==> src/rtl/alu_nibble_seq_if.sv <==
// Control-side bus between the microcode control unit (master) and the
// nibble-serial ALU sequencer (slave).
interface alu_nibble_seq_if #(
    parameter int W = 16
);
    logic         start;
    logic [3:0]   op_s;
    logic         op_m;
    logic         cin;
    logic [W-1:0] a;
    logic [W-1:0] b;
    logic         busy;
    logic         done;
    logic [W-1:0] result;
    logic         cout;
    logic         zero;
    logic         eq;

    modport master (
        output start, op_s, op_m, cin, a, b,
        input  busy, done, result, cout, zero, eq
    );

    modport slave (
        input  start, op_s, op_m, cin, a, b,
        output busy, done, result, cout, zero, eq
    );
endinterface

==> src/rtl/alu_nibble_seq.sv <==
// Runs one external 74181 slice nibble-serially to perform a W-bit operation,
// chaining the slice's active-low carry from nibble to nibble.
//
// state   | meaning
// IDLE    | waiting for start; slice outputs hold their last values
// RUN     | presenting nibble n, settling, then capturing F / carry / A=B
// DONE    | one-cycle completion pulse; start is ignored here
module alu_nibble_seq #(
    parameter int NIBBLES = 4,
    parameter int SETTLE  = 0
) (
    input  logic             clk_i,
    input  logic             reset_i,
    alu_nibble_seq_if.slave  bus,
    output logic [3:0]       alu_s_o,
    output logic             alu_m_o,
    output logic             alu_cnb_o,
    output logic [3:0]       alu_a_o,
    output logic [3:0]       alu_b_o,
    input  logic [3:0]       alu_f_i,
    input  logic             alu_cn4b_i,
    input  logic             alu_aeb_i
);
    localparam int W     = 4 * NIBBLES;
    localparam int NIB_W = (NIBBLES > 1) ? $clog2(NIBBLES) : 1;
    localparam int SET_W = (SETTLE > 0) ? $clog2(SETTLE + 1) : 1;
    localparam logic [NIB_W-1:0] LAST_NIB = NIB_W'(NIBBLES - 1);
    localparam logic [SET_W-1:0] SETTLE_LD = SET_W'(SETTLE);

    typedef enum logic [1:0] {
        ST_IDLE,
        ST_RUN,
        ST_DONE
    } state_t;

    state_t           state_q, state_d;
    logic [W-1:0]     a_q, a_d;
    logic [W-1:0]     b_q, b_d;
    logic [3:0]       s_q, s_d;
    logic             m_q, m_d;
    logic             cnb_q, cnb_d;
    logic [NIB_W-1:0] nib_q, nib_d;
    logic [SET_W-1:0] settle_q, settle_d;
    logic             eqacc_q, eqacc_d;
    logic [W-1:0]     result_q, result_d;
    logic             cout_q, cout_d;
    logic             zero_q, zero_d;
    logic             eq_q, eq_d;
    logic             busy_q, busy_d;
    logic             done_q, done_d;

    always_ff @(posedge clk_i or posedge reset_i) begin
        if (reset_i) begin
            state_q  <= ST_IDLE;
            a_q      <= '0;
            b_q      <= '0;
            s_q      <= '0;
            m_q      <= 1'b0;
            cnb_q    <= 1'b1;
            nib_q    <= '0;
            settle_q <= '0;
            eqacc_q  <= 1'b0;
            result_q <= '0;
            cout_q   <= 1'b0;
            zero_q   <= 1'b0;
            eq_q     <= 1'b0;
            busy_q   <= 1'b0;
            done_q   <= 1'b0;
        end else begin
            state_q  <= state_d;
            a_q      <= a_d;
            b_q      <= b_d;
            s_q      <= s_d;
            m_q      <= m_d;
            cnb_q    <= cnb_d;
            nib_q    <= nib_d;
            settle_q <= settle_d;
            eqacc_q  <= eqacc_d;
            result_q <= result_d;
            cout_q   <= cout_d;
            zero_q   <= zero_d;
            eq_q     <= eq_d;
            busy_q   <= busy_d;
            done_q   <= done_d;
        end
    end

    always_comb begin
        state_d  = state_q;
        a_d      = a_q;
        b_d      = b_q;
        s_d      = s_q;
        m_d      = m_q;
        cnb_d    = cnb_q;
        nib_d    = nib_q;
        settle_d = settle_q;
        eqacc_d  = eqacc_q;
        result_d = result_q;
        cout_d   = cout_q;
        zero_d   = zero_q;
        eq_d     = eq_q;
        busy_d   = busy_q;
        done_d   = 1'b0;

        unique case (state_q)
            ST_IDLE: begin
                if (bus.start) begin
                    a_d      = bus.a;
                    b_d      = bus.b;
                    s_d      = bus.op_s;
                    m_d      = bus.op_m;
                    cnb_d    = ~bus.cin;
                    nib_d    = '0;
                    settle_d = SETTLE_LD;
                    eqacc_d  = 1'b1;
                    busy_d   = 1'b1;
                    state_d  = ST_RUN;
                end
            end
            ST_RUN: begin
                if (settle_q != '0) begin
                    settle_d = settle_q - 1'b1;
                end else begin
                    // Slice outputs are stable: capture this nibble and chain the carry.
                    result_d[{nib_q, 2'b00} +: 4] = alu_f_i;
                    cnb_d   = alu_cn4b_i;
                    eqacc_d = eqacc_q & alu_aeb_i;
                    if (nib_q == LAST_NIB) begin
                        cout_d  = ~alu_cn4b_i;
                        zero_d  = (result_d == '0);
                        eq_d    = eqacc_d;
                        busy_d  = 1'b0;
                        done_d  = 1'b1;
                        state_d = ST_DONE;
                    end else begin
                        nib_d    = nib_q + 1'b1;
                        settle_d = SETTLE_LD;
                    end
                end
            end
            ST_DONE: begin
                state_d = ST_IDLE;
            end
            default: begin
                state_d = ST_IDLE;
            end
        endcase
    end

    assign alu_s_o   = s_q;
    assign alu_m_o   = m_q;
    assign alu_cnb_o = cnb_q;
    assign alu_a_o   = a_q[{nib_q, 2'b00} +: 4];
    assign alu_b_o   = b_q[{nib_q, 2'b00} +: 4];

    assign bus.busy   = busy_q;
    assign bus.done   = done_q;
    assign bus.result = result_q;
    assign bus.cout   = cout_q;
    assign bus.zero   = zero_q;
    assign bus.eq     = eq_q;
endmodule

==> src/flat_wrapper.sv <==
// flat-port wrapper written by rule: the top's interface ports become plain ports
module alu_nibble_seq_flat 
#(
    parameter int NIBBLES = 4,
    parameter int SETTLE  = 0
)
  (clk_i, reset_i, alu_s_o, alu_m_o, alu_cnb_o, alu_a_o, alu_b_o, alu_f_i, alu_cn4b_i, alu_aeb_i, bus_start, bus_op_s, bus_op_m, bus_cin, bus_a, bus_b, bus_busy, bus_done, bus_result, bus_cout, bus_zero, bus_eq);
  alu_nibble_seq_if #(.W(16)) bus_i ();
  input  logic clk_i;
  input  logic reset_i;
  output logic [3:0] alu_s_o;
  output logic alu_m_o;
  output logic alu_cnb_o;
  output logic [3:0] alu_a_o;
  output logic [3:0] alu_b_o;
  input  logic [3:0] alu_f_i;
  input  logic alu_cn4b_i;
  input  logic alu_aeb_i;
  input wire logic [$bits(bus_i.start)-1:0] bus_start;
  input wire logic [$bits(bus_i.op_s)-1:0] bus_op_s;
  input wire logic [$bits(bus_i.op_m)-1:0] bus_op_m;
  input wire logic [$bits(bus_i.cin)-1:0] bus_cin;
  input wire logic [$bits(bus_i.a)-1:0] bus_a;
  input wire logic [$bits(bus_i.b)-1:0] bus_b;
  output wire logic [$bits(bus_i.busy)-1:0] bus_busy;
  output wire logic [$bits(bus_i.done)-1:0] bus_done;
  output wire logic [$bits(bus_i.result)-1:0] bus_result;
  output wire logic [$bits(bus_i.cout)-1:0] bus_cout;
  output wire logic [$bits(bus_i.zero)-1:0] bus_zero;
  output wire logic [$bits(bus_i.eq)-1:0] bus_eq;
  assign bus_i.start = bus_start;
  assign bus_i.op_s = bus_op_s;
  assign bus_i.op_m = bus_op_m;
  assign bus_i.cin = bus_cin;
  assign bus_i.a = bus_a;
  assign bus_i.b = bus_b;
  assign bus_busy = bus_i.busy;
  assign bus_done = bus_i.done;
  assign bus_result = bus_i.result;
  assign bus_cout = bus_i.cout;
  assign bus_zero = bus_i.zero;
  assign bus_eq = bus_i.eq;
  alu_nibble_seq #(.NIBBLES(NIBBLES), .SETTLE(SETTLE)) u_core (.clk_i(clk_i), .reset_i(reset_i), .bus(bus_i), .alu_s_o(alu_s_o), .alu_m_o(alu_m_o), .alu_cnb_o(alu_cnb_o), .alu_a_o(alu_a_o), .alu_b_o(alu_b_o), .alu_f_i(alu_f_i), .alu_cn4b_i(alu_cn4b_i), .alu_aeb_i(alu_aeb_i));
endmodule
==> config.mk <==
export PLATFORM = sky130hd
export DESIGN_NAME = alu_nibble_seq_flat
export DESIGN_NICKNAME = d
export VERILOG_FILES = /design/src/rtl/alu_nibble_seq_if.sv /design/src/rtl/alu_nibble_seq.sv /design/src/flat_wrapper.sv
export SDC_FILE = /design/constraint.sdc
export NUM_CORES = 1
export LEC_CHECK = 0
export ABC_AREA = 1
export CAP_MARGIN = 20
export CELL_PAD_IN_SITES_DETAIL_PLACEMENT = 2
export CELL_PAD_IN_SITES_GLOBAL_PLACEMENT = 2
export CORE_ASPECT_RATIO = 0.75
export CORE_MARGIN = 3
export CORE_UTILIZATION = 27
export CTS_CLUSTER_DIAMETER = 120
export DETAILED_ROUTE_END_ITERATION = 8
export PLACE_DENSITY = 0.85
export SLEW_MARGIN = 15
export SYNTH_ARGS = -nofsm -noshare
export SYNTH_HDL_FRONTEND = slang
export SYNTH_SLANG_ARGS = --single-unit
==> constraint.sdc <==
create_clock -name clk_i -period 2.3 [get_ports clk_i]
set_input_delay 0.345 -clock clk_i [delete_from_list [all_inputs] [get_ports clk_i]]
set_output_delay 0.345 -clock clk_i [all_outputs]
set_load 0.005 [all_outputs]
* Yosys cells after proc, flatten, opt, wreduce, memory -nomap -nowiden
Cells that the tools add are included.
** Cells by class
- Add/sub/neg operators :: 3
- Eq/ne operators :: 6
- Shift-type cells :: 4
- Mux-type cells :: 24
- Bitwise gates (word level) :: 4
- Reductions and logical operators :: 11
** Operator list (count)
- indexed part select 16 x 5 -> 4 bit :: 2
- bitwise mux 16 bit :: 1
- logical NOT 16 bit :: 1
- variable shift 4 x 6 -> 16 bit (first input constant) :: 1
- indexed part select 4 x 6 -> 16 bit :: 1
- 2-to-1 mux 2 bit :: 6
- 2-to-1 mux 1 bit :: 11
- AND reduction 3 bit :: 3
- one-hot mux 1 bit (2 select lines) :: 4
- one-hot mux 2 bit (2 select lines) :: 2
- AND reduction 4 bit :: 2
- inequality test 2 bit (second input constant) :: 3
- negation 4 -> 6 bit :: 1
- AND reduction 2 bit :: 3
- NOT 1 bit :: 3
- adder 2 x 1 -> 2 bit (second input constant) :: 1
- equality test 2 x 1 -> 1 bit (second input constant) :: 1
- equality test 2 bit (second input constant) :: 1
- logical NOT 2 bit :: 1
- inequality test 2 x 1 -> 1 bit (second input constant) :: 1
- nonzero test 2 bit :: 1
- bitwise AND 1 bit :: 1
- subtractor 1 bit (second input constant) :: 1
** Word-level totals
- Flip-flop bits (word level) :: 65
- Input port bits :: 47
- Output and inout bits :: 35

* Depth between registers and ports, before layout
- Depth after elaboration :: 4
- Gate-level depth with buffers :: 13

* Least setup slack after synthesis
No wires, ideal clock.
- Kind :: register to register
- Start :: reg u_core.nib_q[0]
- End :: reg u_core.zero_q (netlist: u_core.bus.zero)
- Setup time :: 0.116 ns
- Arrival :: 1.712 ns
- Required time :: 2.184 ns
- Slack :: 0.471 ns
- Stages on the path, launching flop included :: 13
- Clock period less this slack :: 1.829 ns
- Path through :: dfrtp_1 inv_1 buf_2 ha_1 inv_2 nor2_1 nand3_1 nand2_1 nor2_1 nand2_1 nor2_1 nand2_1 nand2_1
** Between the ends
- Longest elaborated chain between the ends :: 4
** RTL lines
- start: declaration :: RTL line alu_nibble_seq.sv:42 : logic [NIB_W-1:0] nib_q, nib_d;
- start signal: assignment :: RTL line alu_nibble_seq.sv:76 : nib_q <= nib_d;
- negation 4 -> 6 bit :: RTL line alu_nibble_seq.sv:125 : result_d[{nib_q, 2'b00} +: 4] = alu_f_i;
- indexed part select 4 x 6 -> 16 bit or variable shift 4 x 6 -> 16 bit (tied branches) :: RTL line alu_nibble_seq.sv:125
- bitwise mux 16 bit :: RTL line alu_nibble_seq.sv:125
- logical NOT 16 bit :: RTL line alu_nibble_seq.sv:130 : zero_d = (result_d == '0);
- end signal: assignment :: RTL line alu_nibble_seq.sv:81 : zero_q <= zero_d;
- end: declaration :: RTL line alu_nibble_seq.sv:47 : logic zero_q, zero_d;
Parallel ways exist; a longest one is shown, timed or not.
A chain may end at the register's enable or synchronous reset.

* Worst setup path in the final report
- Start :: reg u_core.nib_q[0]
- End :: out alu_b_o[0]
** Between the ends
- Longest elaborated chain between the ends :: 1
** RTL lines
- indexed part select 16 x 5 -> 4 bit :: RTL line alu_nibble_seq.sv:154 : assign alu_b_o = b_q[{nib_q, 2'b00} +: 4];
- end: declaration :: RTL line flat_wrapper.sv:15 : output logic [3:0] alu_b_o;
No other way between the ends.

==> impl_results.md <==
* Critical Path Start Type: flip-flop
* Crit path max fanout at 17
* CTS Root Cell: clkbuf_16
* Commonest non-fill, non-tap cell in the layout: nand2_1
* Bufs and invs on worst path at 3
* DR vias at 2917
* Setup Fix Bufs, Post-CTS at 0
* CP top delay family: buffers and inverters
* Clock Skews at between 0.005 and 0.006 ns
* Fillers at roughly 1.2k
* Data arrival, critical path at between 1.5 and 2 ns
* LEAKAGE at approximately 2.1 nW
* Die width at roughly 130 um
* Die Span Y at slightly below 100 um
* Fmax at 458 MHz
* P&R area growth vs syn at 43.7%
* H-tree level count at 3
* Clk slew on worst S/H paths at 0.06 ns
* YS warnings at 0
* Area of the die at between 10000 and 15000 sq um
* Post-Syn Area at about 3000 sq um
* CP max stage delay at 0.54 ns
* Global-route wire length before repair at approximately 17000 um
* CP Class: reg -> out
* DRT Pass-1 Iters at 4
* Post-synth cell types at 21
* Hpwl dp at about 7400 um
* Number of enable flip-flop cells after synthesis at 0
* Relative slew slack at 0.705
* Layout Utilization at 0.411
* Hold_ws at around 0.40 ns
* # setup viols final at 0
* Place WS at 0.217 ns
* Period minus WS final at 2.18 ns
* Final hold viol count at 0
* Post-synth top flop: dfrtp_1
* Total power draw at ~6.3 mW
* Inst Count DP at approximately 610
* CP Cell Sequence: inv_2 > buf_8 > nor2_1 > o22ai_1 > clkdlybuf4s50_1
* Mean Syn Cell Area at 7.72 sq um
* Largest net degree at the start of global routing at 65
* Post-synthesis sequential area ratio at 0.526
* Slowest stage cell, crit path: clkdlybuf4s50_1
* CTS tree: yes
* Initial Util at 0.286
* Most frequent cells in the layout: 177 x nand2_1, 79 x clkdlybuf4s50_1, 63 x dfrtp_1
* Number of buffers added on ports at slightly above 80
* WL final at around 10000 um
* Slew Limit Fails at 0
* Via-per-instance ratio at 4.69
* Gr usage total at 0.166
* Top Ports at 82
* GPL Wtd Cong at roughly 0.83
* Clk_lat worst skew at about 0.33 ns
* Status: complete, no violations
* Maximum VDD drop at between 0.4 and 0.5 mV
* TritonCTS Sinks at 64
* Initial DRC Count at 137
* Initial antenna violation count at 0
* Final worst setup slack at between 0.1 and 0.15 ns
* Cts hold-fix bufs at 0
* Max-cap violations at 0
* Clk buf depth at 2
* Fin crit share at 0.949
* Vias in the first global route at approximately 3.2k
* Hold Crit Class: in -> async
* Count of mapped cells out of synthesis at a little under 400
* Wire per inst at roughly 16 um
* CP required at around 2.0 ns
* NumNets Final at approximately 530
* Setup_tns at 0 ns
* Total grt overflow at 0
* Num CTS Buffers at 9
* Inserted Diodes at 0
* Layout cells sized above 1 at 0.0761
* Flops & latches, synth at 64
* Synth async-reset ratio at 1.00
* Post-route ant nets at 0
* Pwr dens at 1440 nW/um^2
* Finished Cell Area at 4380 sq um
* DRC at 0
* Crit end category: primary output
* Finished Layout Cells at roughly 620
* Core ar. at 10700 sq um
* Worst-Margin Slew at approximately 0.44 ns
* Unrepaired setup endpoints after global routing: no
* Net Count, Synth at around 450
* FP Rows at 32
* Post-DP Area at 4050 sq um
[per-layer routing]
layer  wire length (um)  part of all wire  GRT usage
met1               4810              0.48      0.227
met5                  0                 0          0
met4                133             0.013     0.0492
met2               4580              0.46      0.266
met3                398             0.040     0.0350
[kinds of logic after synthesis]
family          after synthesis  share of synthesized area
simple gates                241                      0.312
flops                        64                      0.526
compound gates               47                     0.0846
buf+inv                      37                     0.0525
fa+ha+maj                     6                     0.0246
[final cells by class]
cell class	instances	area (sq um)	area share
Sequential cell	64	1600	0.366
Timing Repair Buffer	90	923	0.211
Multi-Input combinational cell	294	1290	0.295
Clock inverter	5	55.1	0.0126
Tap cell	136	170	0.0388
Clock buffer	11	253	0.0577
Inverter	22	82.6	0.0189
[sequential cells by signal (all words and copies together), names as in the netlist]
register / cells
u_core.bus.eq: 1
u_core.alu_s_o: 4
u_core.b_q: 16
u_core.bus.cout: 1
u_core.eqacc_q: 1
u_core.alu_cnb_o: 1
u_core.bus.done: 1
u_core.bus.busy: 1
u_core.a_q: 16
u_core.bus.result: 16
u_core.nib_q: 2
u_core.alu_m_o: 1
u_core.bus.zero: 1
u_core.state_q: 2
[synthesized netlist by cell type (4+ instances only)]
library cell,instances,area [sq um]
o21ai_0,24,120
ha_1,6,75.1
a31oi_1,10,62.6
o22ai_1,8,50.1
nand3_1,15,75.1
buf_2,8,40.0
dfrtp_1,63,1580
nor2_1,46,173
o21ai_1,4,20.0
clkbuf_1,5,18.8
inv_2,5,18.8
inv_1,16,60.1
nand2_1,177,664
[path summary, 6_finish.rpt]
kind / slack (ns) / from / cells after the start / end
hold / removal: 0.40 / reset_i / 3 / u_core.alu_s_o[1]$_DFFE_PP0P_
hold reg to reg: 0.47 / u_core.b_q[7]$_DFFE_PP0P_ / 2 / u_core.b_q[7]$_DFFE_PP0P_
min in group clk_i: 0.47 / u_core.b_q[7]$_DFFE_PP0P_ / 2 / u_core.b_q[7]$_DFFE_PP0P_
setup / recovery: 0.12 / u_core.nib_q[0]$_DFFE_PP0P_ / 5 / alu_b_o[0]
max in group asynchronous: 1.58 / reset_i / 3 / u_core.a_q[3]$_DFFE_PP0P_
setup reg to reg: 0.22 / u_core.nib_q[1]$_DFFE_PP0P_ / 11 / u_core.bus.zero$_DFFE_PP0P_
[where the power goes]
part           total [mW]  switching (mW)  internal (mW)  leakage, nW
logic                2.91            1.60           1.31         1.20
clock network        1.39           0.499          0.893        0.148
registers            1.99           0.334           1.66        0.791
[timing repair]
action,4_1_cts,5_1_grt
endpoints found under the setup margin,2,8
pin swaps,1,2
resized for setup,3,5
[worst register-to-register path, stage by stage (launching register included)]
cell      delay [ns]
dfrtp_1         0.35
clkinv_1        0.26
ha_2            0.49
inv_2           0.06
nor2_1          0.26
nand3_1         0.17
nand2_1         0.10
nor2_1          0.05
nand2_1         0.07
nor2_1          0.05
nand2_1         0.06
nand2_1         0.05
Note: power is estimated with default switching activity, not from simulation.
